==> src/rtl/axi_4_slave_burst_ctrl.sv <==
// AXI4 slave burst controller: accepts one read or write burst at a time,
// generates FIXED/INCR/WRAP beat addresses and drives a req/ack memory port.
module axi_4_slave_burst_ctrl #(
   parameter int unsigned ADDR_WIDTH = 32,
   parameter int unsigned DATA_WIDTH = 32,
   parameter int unsigned ID_WIDTH   = 4
) (
   input  logic                    clk,
   input  logic                    reset,
   input  logic                    m_arvalid,
   input  logic [ADDR_WIDTH-1:0]   m_araddr,
   input  logic [7:0]              m_arlen,
   input  logic [2:0]              m_arsize,
   input  logic [1:0]              m_arburst,
   input  logic [ID_WIDTH-1:0]     m_arid,
   output logic                    s_arready,
   output logic                    s_rvalid,
   output logic [DATA_WIDTH-1:0]   s_rdata,
   output logic [ID_WIDTH-1:0]     s_rid,
   output logic [1:0]              s_rresp,
   output logic                    s_rlast,
   input  logic                    m_rready,
   input  logic                    m_awvalid,
   input  logic [ADDR_WIDTH-1:0]   m_awaddr,
   input  logic [7:0]              m_awlen,
   input  logic [2:0]              m_awsize,
   input  logic [1:0]              m_awburst,
   input  logic [ID_WIDTH-1:0]     m_awid,
   output logic                    s_awready,
   input  logic                    m_wvalid,
   input  logic [DATA_WIDTH-1:0]   m_wdata,
   input  logic [DATA_WIDTH/8-1:0] m_wstrb,
   input  logic                    m_wlast,
   output logic                    s_wready,
   output logic                    s_bvalid,
   output logic [ID_WIDTH-1:0]     s_bid,
   output logic [1:0]              s_bresp,
   input  logic                    m_bready,
   output logic                    mem_req,
   output logic                    mem_we,
   output logic [ADDR_WIDTH-1:0]   mem_addr,
   output logic [DATA_WIDTH-1:0]   mem_wdata,
   output logic [DATA_WIDTH/8-1:0] mem_wstrb,
   input  logic [DATA_WIDTH-1:0]   mem_rdata,
   input  logic                    mem_ack
);

   localparam int unsigned STRB_WIDTH = DATA_WIDTH / 8;
   localparam int unsigned MAX_SIZE   = $clog2(STRB_WIDTH);
   localparam logic [1:0]  BURST_INCR = 2'b01;
   localparam logic [1:0]  BURST_WRAP = 2'b10;
   localparam logic [1:0]  RESP_OKAY  = 2'b00;
   localparam logic [1:0]  RESP_SLV   = 2'b10;

   typedef enum logic [2:0] {IDLE, RD_MEM, RD_RESP, WR_DATA, WR_MEM, WR_RESP} state_t;

   typedef struct packed {
      logic [ADDR_WIDTH-1:0] addr;
      logic [7:0]            len;
      logic [2:0]            size;
      logic [1:0]            burst;
      logic [ID_WIDTH-1:0]   id;
   } burst_t;

   state_t                state_q, state_d;
   burst_t                cur_q, req_c;
   logic [7:0]            beat_q;
   logic                  err_acc_q, err_wlast_q, wr_prio_q;
   logic [DATA_WIDTH-1:0] rdata_q, wdata_q;
   logic [STRB_WIDTH-1:0] wstrb_q;
   logic                  ar_grant, aw_grant, req_err_c, last_c;
   logic [ADDR_WIDTH-1:0] step_c, wmask_c, next_addr_c;

   function automatic logic burst_err(input burst_t b);
      logic [ADDR_WIDTH-1:0] step_m1;
      step_m1   = (ADDR_WIDTH'(1) << b.size) - ADDR_WIDTH'(1);
      burst_err = (b.burst == 2'b11) || (32'(b.size) > MAX_SIZE) ||
                  ((b.burst == BURST_WRAP) && !(b.len inside {8'd1, 8'd3, 8'd7, 8'd15})) ||
                  ((b.burst == BURST_WRAP) && ((b.addr & step_m1) != '0));
   endfunction

   // Round-robin arbitration; wr_prio_q is set after a read grant
   always_comb begin
      ar_grant = 1'b0;
      aw_grant = 1'b0;
      if (!reset && state_q == IDLE) begin
         ar_grant = m_arvalid && (!m_awvalid || !wr_prio_q);
         aw_grant = m_awvalid && (!m_arvalid || wr_prio_q);
      end
   end

   assign s_arready = ar_grant;
   assign s_awready = aw_grant;

   always_comb begin
      req_c = '0;
      if (ar_grant) req_c = '{addr: m_araddr, len: m_arlen, size: m_arsize, burst: m_arburst, id: m_arid};
      else          req_c = '{addr: m_awaddr, len: m_awlen, size: m_awsize, burst: m_awburst, id: m_awid};
      req_err_c = burst_err(req_c);
   end

   assign last_c = (beat_q == cur_q.len);

   // Beat address generator
   always_comb begin
      step_c      = ADDR_WIDTH'(1) << cur_q.size;
      wmask_c     = ((ADDR_WIDTH'(cur_q.len) + ADDR_WIDTH'(1)) << cur_q.size) - ADDR_WIDTH'(1);
      next_addr_c = cur_q.addr;
      if (cur_q.burst == BURST_INCR)
         next_addr_c = (cur_q.addr & ~(step_c - ADDR_WIDTH'(1))) + step_c;
      else if (cur_q.burst == BURST_WRAP)
         next_addr_c = (cur_q.addr & ~wmask_c) | ((cur_q.addr + step_c) & wmask_c);
   end

   always_ff @(posedge clk) begin
      if (reset) state_q <= IDLE;
      else       state_q <= state_d;
   end

   always_comb begin
      state_d = state_q;
      case (state_q)
         IDLE: begin
            if (ar_grant)      state_d = req_err_c ? RD_RESP : RD_MEM;
            else if (aw_grant) state_d = WR_DATA;
         end
         RD_MEM:  if (mem_ack) state_d = RD_RESP;
         RD_RESP: begin
            if (m_rready) begin
               if (last_c)         state_d = IDLE;
               else if (!err_acc_q) state_d = RD_MEM;
            end
         end
         WR_DATA: begin
            if (m_wvalid) begin
               if (!err_acc_q) state_d = WR_MEM;
               else if (last_c) state_d = WR_RESP;
            end
         end
         WR_MEM:  if (mem_ack) state_d = last_c ? WR_RESP : WR_DATA;
         WR_RESP: if (m_bready) state_d = IDLE;
         default: state_d = IDLE;
      endcase
   end

   always_comb begin
      mem_req  = 1'b0;
      mem_we   = 1'b0;
      s_rvalid = 1'b0;
      s_rdata  = '0;
      s_rid    = '0;
      s_rresp  = RESP_OKAY;
      s_rlast  = 1'b0;
      s_wready = 1'b0;
      s_bvalid = 1'b0;
      s_bid    = '0;
      s_bresp  = RESP_OKAY;
      case (state_q)
         RD_MEM:  mem_req = 1'b1;
         RD_RESP: begin
            s_rvalid = 1'b1;
            s_rdata  = rdata_q;
            s_rid    = cur_q.id;
            s_rresp  = err_acc_q ? RESP_SLV : RESP_OKAY;
            s_rlast  = last_c;
         end
         WR_DATA: s_wready = 1'b1;
         WR_MEM: begin
            mem_req = 1'b1;
            mem_we  = 1'b1;
         end
         WR_RESP: begin
            s_bvalid = 1'b1;
            s_bid    = cur_q.id;
            s_bresp  = (err_acc_q || err_wlast_q) ? RESP_SLV : RESP_OKAY;
         end
         default: ;
      endcase
   end

   assign mem_addr  = cur_q.addr;
   assign mem_wdata = wdata_q;
   assign mem_wstrb = wstrb_q;

   // Burst context, beat counter and data holding registers
   always_ff @(posedge clk) begin
      if (reset) begin
         cur_q       <= '0;
         beat_q      <= '0;
         err_acc_q   <= 1'b0;
         err_wlast_q <= 1'b0;
         wr_prio_q   <= 1'b0;
         rdata_q     <= '0;
         wdata_q     <= '0;
         wstrb_q     <= '0;
      end else begin
         case (state_q)
            IDLE: begin
               if (ar_grant || aw_grant) begin
                  cur_q       <= req_c;
                  beat_q      <= '0;
                  err_acc_q   <= req_err_c;
                  err_wlast_q <= 1'b0;
                  wr_prio_q   <= ar_grant;
                  rdata_q     <= '0;
               end
            end
            RD_MEM: if (mem_ack) rdata_q <= mem_rdata;
            RD_RESP: begin
               if (m_rready && !last_c) begin
                  beat_q     <= beat_q + 8'd1;
                  cur_q.addr <= next_addr_c;
               end
            end
            WR_DATA: begin
               if (m_wvalid) begin
                  if (!err_acc_q) begin
                     wdata_q <= m_wdata;
                     wstrb_q <= m_wstrb;
                  end
                  if (m_wlast != last_c) err_wlast_q <= 1'b1;
                  if (err_acc_q && !last_c) begin
                     beat_q     <= beat_q + 8'd1;
                     cur_q.addr <= next_addr_c;
                  end
               end
            end
            WR_MEM: begin
               if (mem_ack && !last_c) begin
                  beat_q     <= beat_q + 8'd1;
                  cur_q.addr <= next_addr_c;
               end
            end
            default: ;
         endcase
      end
   end

endmodule
==> config.mk <==
export PLATFORM = sky130hd
export DESIGN_NAME = axi_4_slave_burst_ctrl
export DESIGN_NICKNAME = d
export VERILOG_FILES = /design/src/rtl/axi_4_slave_burst_ctrl.sv
export SDC_FILE = /design/constraint.sdc
export NUM_CORES = 1
export LEC_CHECK = 0
export CELL_PAD_IN_SITES_DETAIL_PLACEMENT = 1
export CELL_PAD_IN_SITES_GLOBAL_PLACEMENT = 1
export CORE_MARGIN = 3
export CORE_UTILIZATION = 37
export DETAILED_ROUTE_END_ITERATION = 7
export PLACE_DENSITY_LB_ADDON = 0.1
export SETUP_SLACK_MARGIN = 0.05
export SLEW_MARGIN = 5
export SYNTH_ARGS = -nofsm -noshare
export SYNTH_HDL_FRONTEND = slang
export SYNTH_SLANG_ARGS = --single-unit
==> constraint.sdc <==
create_clock -name clk -period 14.2 [get_ports clk]
set_input_delay 4.26 -clock clk [delete_from_list [all_inputs] [get_ports clk]]
set_output_delay 4.26 -clock clk [all_outputs]
set_load 0.01 [all_outputs]
---- After elaboration in Yosys (flattened, before gate mapping) ----
Index checks and enable logic that the tools add are counted.
word-level totals
  bits in registers ....................... 131
  bits of input ports ..................... 175
  output and inout port bits .............. 120
  word-level logic and storage cells ...... 145
operators by class
  add/sub/neg operators ................... 7
  order comparisons ....................... 1
  equal/unequal tests ..................... 28
  shifts and indexed selects .............. 3
  muxes and demuxes ....................... 51
  bitwise logic cells ..................... 8
  reduce and logical (&&, ||, !) cells .... 34
operators with widths
  cell                                                  count
  two-way mux 32 bit                                    9
  AND 32 bit                                            4
  one-hot mux 32 bit (4 select lines)                   1
  two-way mux 49 bit                                    2
  adder 32 bit                                          2
  inverter 32 bit                                       2
  one-hot mux 32 bit (2 select lines)                   1
  left shift 1 x 3 -> 32 bit (first input constant)     2
  subtractor 32 x 1 -> 32 bit (second input constant)   2
  two-way mux 8 bit                                     5
  two-way mux 3 bit                                     12
  bitwise OR 32 bit                                     1
  one-hot mux 8 bit (4 select lines)                    1
  nonzero test 32 bit                                   1
  left shift 9 x 3 -> 32 bit                            1
  subtractor 32 x 2 -> 32 bit (second input constant)   1
  != test 2 bit (second input constant)                 9
  one-hot mux 3 bit (6 select lines)                    1
  two-way mux 1 bit                                     11
  two-way mux 2 bit                                     5
  adder 8 x 1 -> 9 bit (second input constant)          1
  != test 3 bit (second input constant)                 3
  adder 8 x 1 -> 8 bit (second input constant)          1
  equality test 8 x 1 -> 1 bit (second input constant)  1
  27 further kinds                                      53

---- Longest topological paths before layout ----
  depth in word-level cells ............... 14
  gate-level depth with buffers ........... 17
  gate-level depth less buffers ........... 15

---- Worst setup path before layout ----
OpenSTA, ideal clock, no wires.
  path type ............................... input-to-output
  start point ............................. input port reset
  end point ............................... output port s_arready
  arrival time ............................ 6,239 ps
  required time ........................... 9,940 ps
  setup slack ............................. 3,701 ps
  cell stages on the path ................. 7
  path buffers ............................ 4
  cells stage by stage .................... clkbuf_1 nor4_1 nand3_1 inv_1 clkbuf_1 clkbuf_1 clkbuf_1
on the way
  longest elaborated chain between the ends .. 3
ends and longest elaborated chain
  what                line  source
  start: declaration  9     input logic reset,
  zero test 1 bit     86    if (!reset && state_q == IDLE) begin
  logical AND 1 bit   86
  two-way mux 1 bit   86
  end: declaration    16    output logic s_arready,
No other way between the ends.

---- Final worst setup path ----
Ends and elaborated chain as after synthesis.

==> impl_results.md <==
* I/O pin count at a little under 300
* Clock Power Share at between 20% and 30%
* Register bit count reported by yosys at 131
* EDFF count, synth at 0
* Initial core utilization at roughly 38%
* Via count at 11200
* Layout Utilization at slightly above 50%
* Fmax at just under 90 MHz
* H-tree levels at 4
* Syn Inst Count at between 1000 and 1500
* Power per cell area at around 150 nW/µm²
* Worst Path Class, Setup: input port to output port
* Largest net degree at the start of global routing at 82
* Worst hold margin at roughly 450 ps
* Deepest clock path buffer count at 2
* Initial antenna violation count at 1
* Sequential cell area fraction in the yosys report at around a quarter
* CTS Hold Bufs at 0
* Net Sw Power at roughly 0.00091 W
* Diodes inserted at 0
* Seq pwr share at 25.8%
* Worst setup EP type: output port
* Post-route minimum period at about 11000 ps
* CTS sink count at approximately 130
* Placeable Area at 26200 µm²
* DRC at 0
* Maxcap violations at 0
* DR top layer: met5
* Port bufs at 292
* Share of the synthesized area in the top cell type at 26.4%
* Distinct cell type count after synthesis at 94
* Internal at 0.00108 W
* Static leakage at approximately 4.7 nW
* Post_cts resized at 0
* Post-DP HPWL at 30000 µm
* CP Data Arrival Time at 7090 ps
* RD Place Congestion at roughly 0.86
* Commonest cells after routing, fill and taps aside: clkdlybuf4s50_1, nand2_1, a21oi_1
* Tot Pwr at 0.00199 W
* TritonCTS Buffers at 17
* FILL cells at 3239
* Pre-Repair DR Iteration Count at 5
* Syn Area/Cell at between 7 and 8 µm²
* Slew HR at approximately a fifth
* VDD IR-drop max at 0.0865 mV
* CP Launch Type: input port
* Layout cell share with drive strength beyond 1 at 6.30%
* Wire per inst at 21.5 µm
* Site Rows at a little under 60
* Clk slew on worst S/H paths at roughly 70 ps
* Min-Delay Path Class: register to register
* Antenna Violating Nets Remaining at 0
* Die height at 170 µm
* Area grow syn2layout at 34.6%
* Synth Warn # at 0
* Routed length on met2 at around 21000 µm
* Final instance area at around 13000 µm²
* Status: complete, no violations
* Switching share of power at between 40% and 50%
* Async set-reset flop share out of synthesis at 0%
* Synth area leaders: dfxtp_1, nand2_1, a21oi_1, nor2_1, xnor2_1
* Setup Buffers After CTS at 0
* Fin crit share at around four fifths
* Clock tree from TritonCTS: done
* Post-placement cell area at between 10000 and 15000 µm²
* Ys flop type: dfxtp_1
* Vias in the first global route at roughly 12000
* Post-synthesis cell area at around 9900 µm²
* Root cell of the clock tree: clkbuf_16
* DIE AREA at roughly 29000 µm²
* Max Slew Vio Count at 0
* Global-route wire length before repair at between 60000 and 70000 µm
* Met1 Wirelength at around 17000 µm
* Iter 0 DRT Violations at about 740
* Most common cell after layout, fill and taps aside: clkdlybuf4s50_1
* Fin nets at 1785
* Critical-path maximum fanout at 50
* Final Hold Viols at 0
* Clock skew at between 10 and 15 ps
* RSZ-0062 raised after global routing: no
* Grt ovf at 0
* Required time of the critical path at 9940 ps
* Final TNS setup at 0 ps
* Met3 WL post-DR at between 3000 and 4000 µm
* Final WL at 41700 µm
* Gate power share at 49.6%
* Cell taking the most area after synthesis: dfxtp_1
* Slew @ Worst Pin at between 1000 and 1500 ps
* # setup viols final at 0
* DR vias/cell at just under 6
* Worst-skew pair later-pin latency at around 430 ps
* Die width at 170 µm
* Tot GR Track Use at 27.9%
[cells by family (layout without fill, tap and decap cells)]
family / after synthesis / in the layout / synth area share (%)
other: 1 / 2 / 0.0377
and+or+nand+nor: 613 / 613 / 29.5
buffers and inverters: 170 / 377 / 8.47
AOI/OAI and AO/OA: 383 / 383 / 25.6
xor gates and xnor gates: 53 / 53 / 4.67
adders and majority gates: 19 / 19 / 2.54
muxes: 26 / 26 / 2.89
DFF: 131 / 131 / 26.4
[metrics by stage]
| step | setup WS (ps) | instances |
|---|---|---|
| final | 2850 | 1939 |
| after floorplan | 3700 | 1397 |
| after global routing | 2680 | 1939 |
| after global placement | 3000 | 1907 |
| after CTS | 2850 | 1939 |
| after detailed placement | 2890 | 1907 |
[worst paths after layout]
path         cells past startpoint        start  slack, ps     endpoint
max reg2reg                     17     cur_q[7]       9610     register
max                              7        reset       2850    s_arready
min                              2  rdata_q[15]        450  rdata_q[15]
min reg2reg                      2  rdata_q[15]        450  rdata_q[15]
[cell usage after synthesis (all sizes together) (22+ instances only)]
library cell and instances:
buf 61, o21ai 55, nand2 258, clkbuf 79, dfxtp 131, mux2i 22, a21oi 155, and2 55
inv 29, nor2 95, xnor2 39, nand3 66, nor3 36
[power by group through the flow]
| stage | Combinational [W] | Sequential [W] | Clock (W) |
|---|---|---|---|
| 2_1_floorplan | 0.000710 | 0.000467 | 0 |
| 3_3_place_gp | 0.000948 | 0.000516 | 0 |
| 3_5_place_dp | 0.000970 | 0.000517 | 0 |
| 4_1_cts | 0.000981 | 0.000509 | 0.000496 |
| 5_1_grt | 0.00107 | 0.000521 | 0.000514 |
| 6_report | 0.000985 | 0.000512 | 0.000489 |
[layer usage]
layer | vias up | track usage, %
met5 | - | 0
met3 | 37 | 8.69
met1 | 5464 | 32.5
li1 | 5313 | -
met2 | 371 | 50.5
met4 | 2 | 5.86
[critical path, cell delays in order]
cell and delay (ps):
buf_4 270, nor4_1 820, nand3_2 120, buf_4 370, inv_2 100, buf_4 470, clkdlybuf4s50_1 650
[cell type report]
type / count / area (µm²) / area share [%]
tap: 335 / 419 / 3.13
clock buffer: 17 / 425 / 3.18
clock inverter: 15 / 205 / 1.53
multi-input combinational: 1096 / 6500 / 48.6
sequential: 131 / 2620 / 19.6
inverter: 30 / 113 / 0.841
timing repair buffer: 315 / 3090 / 23.1
(Power assumes the default switching activity.)
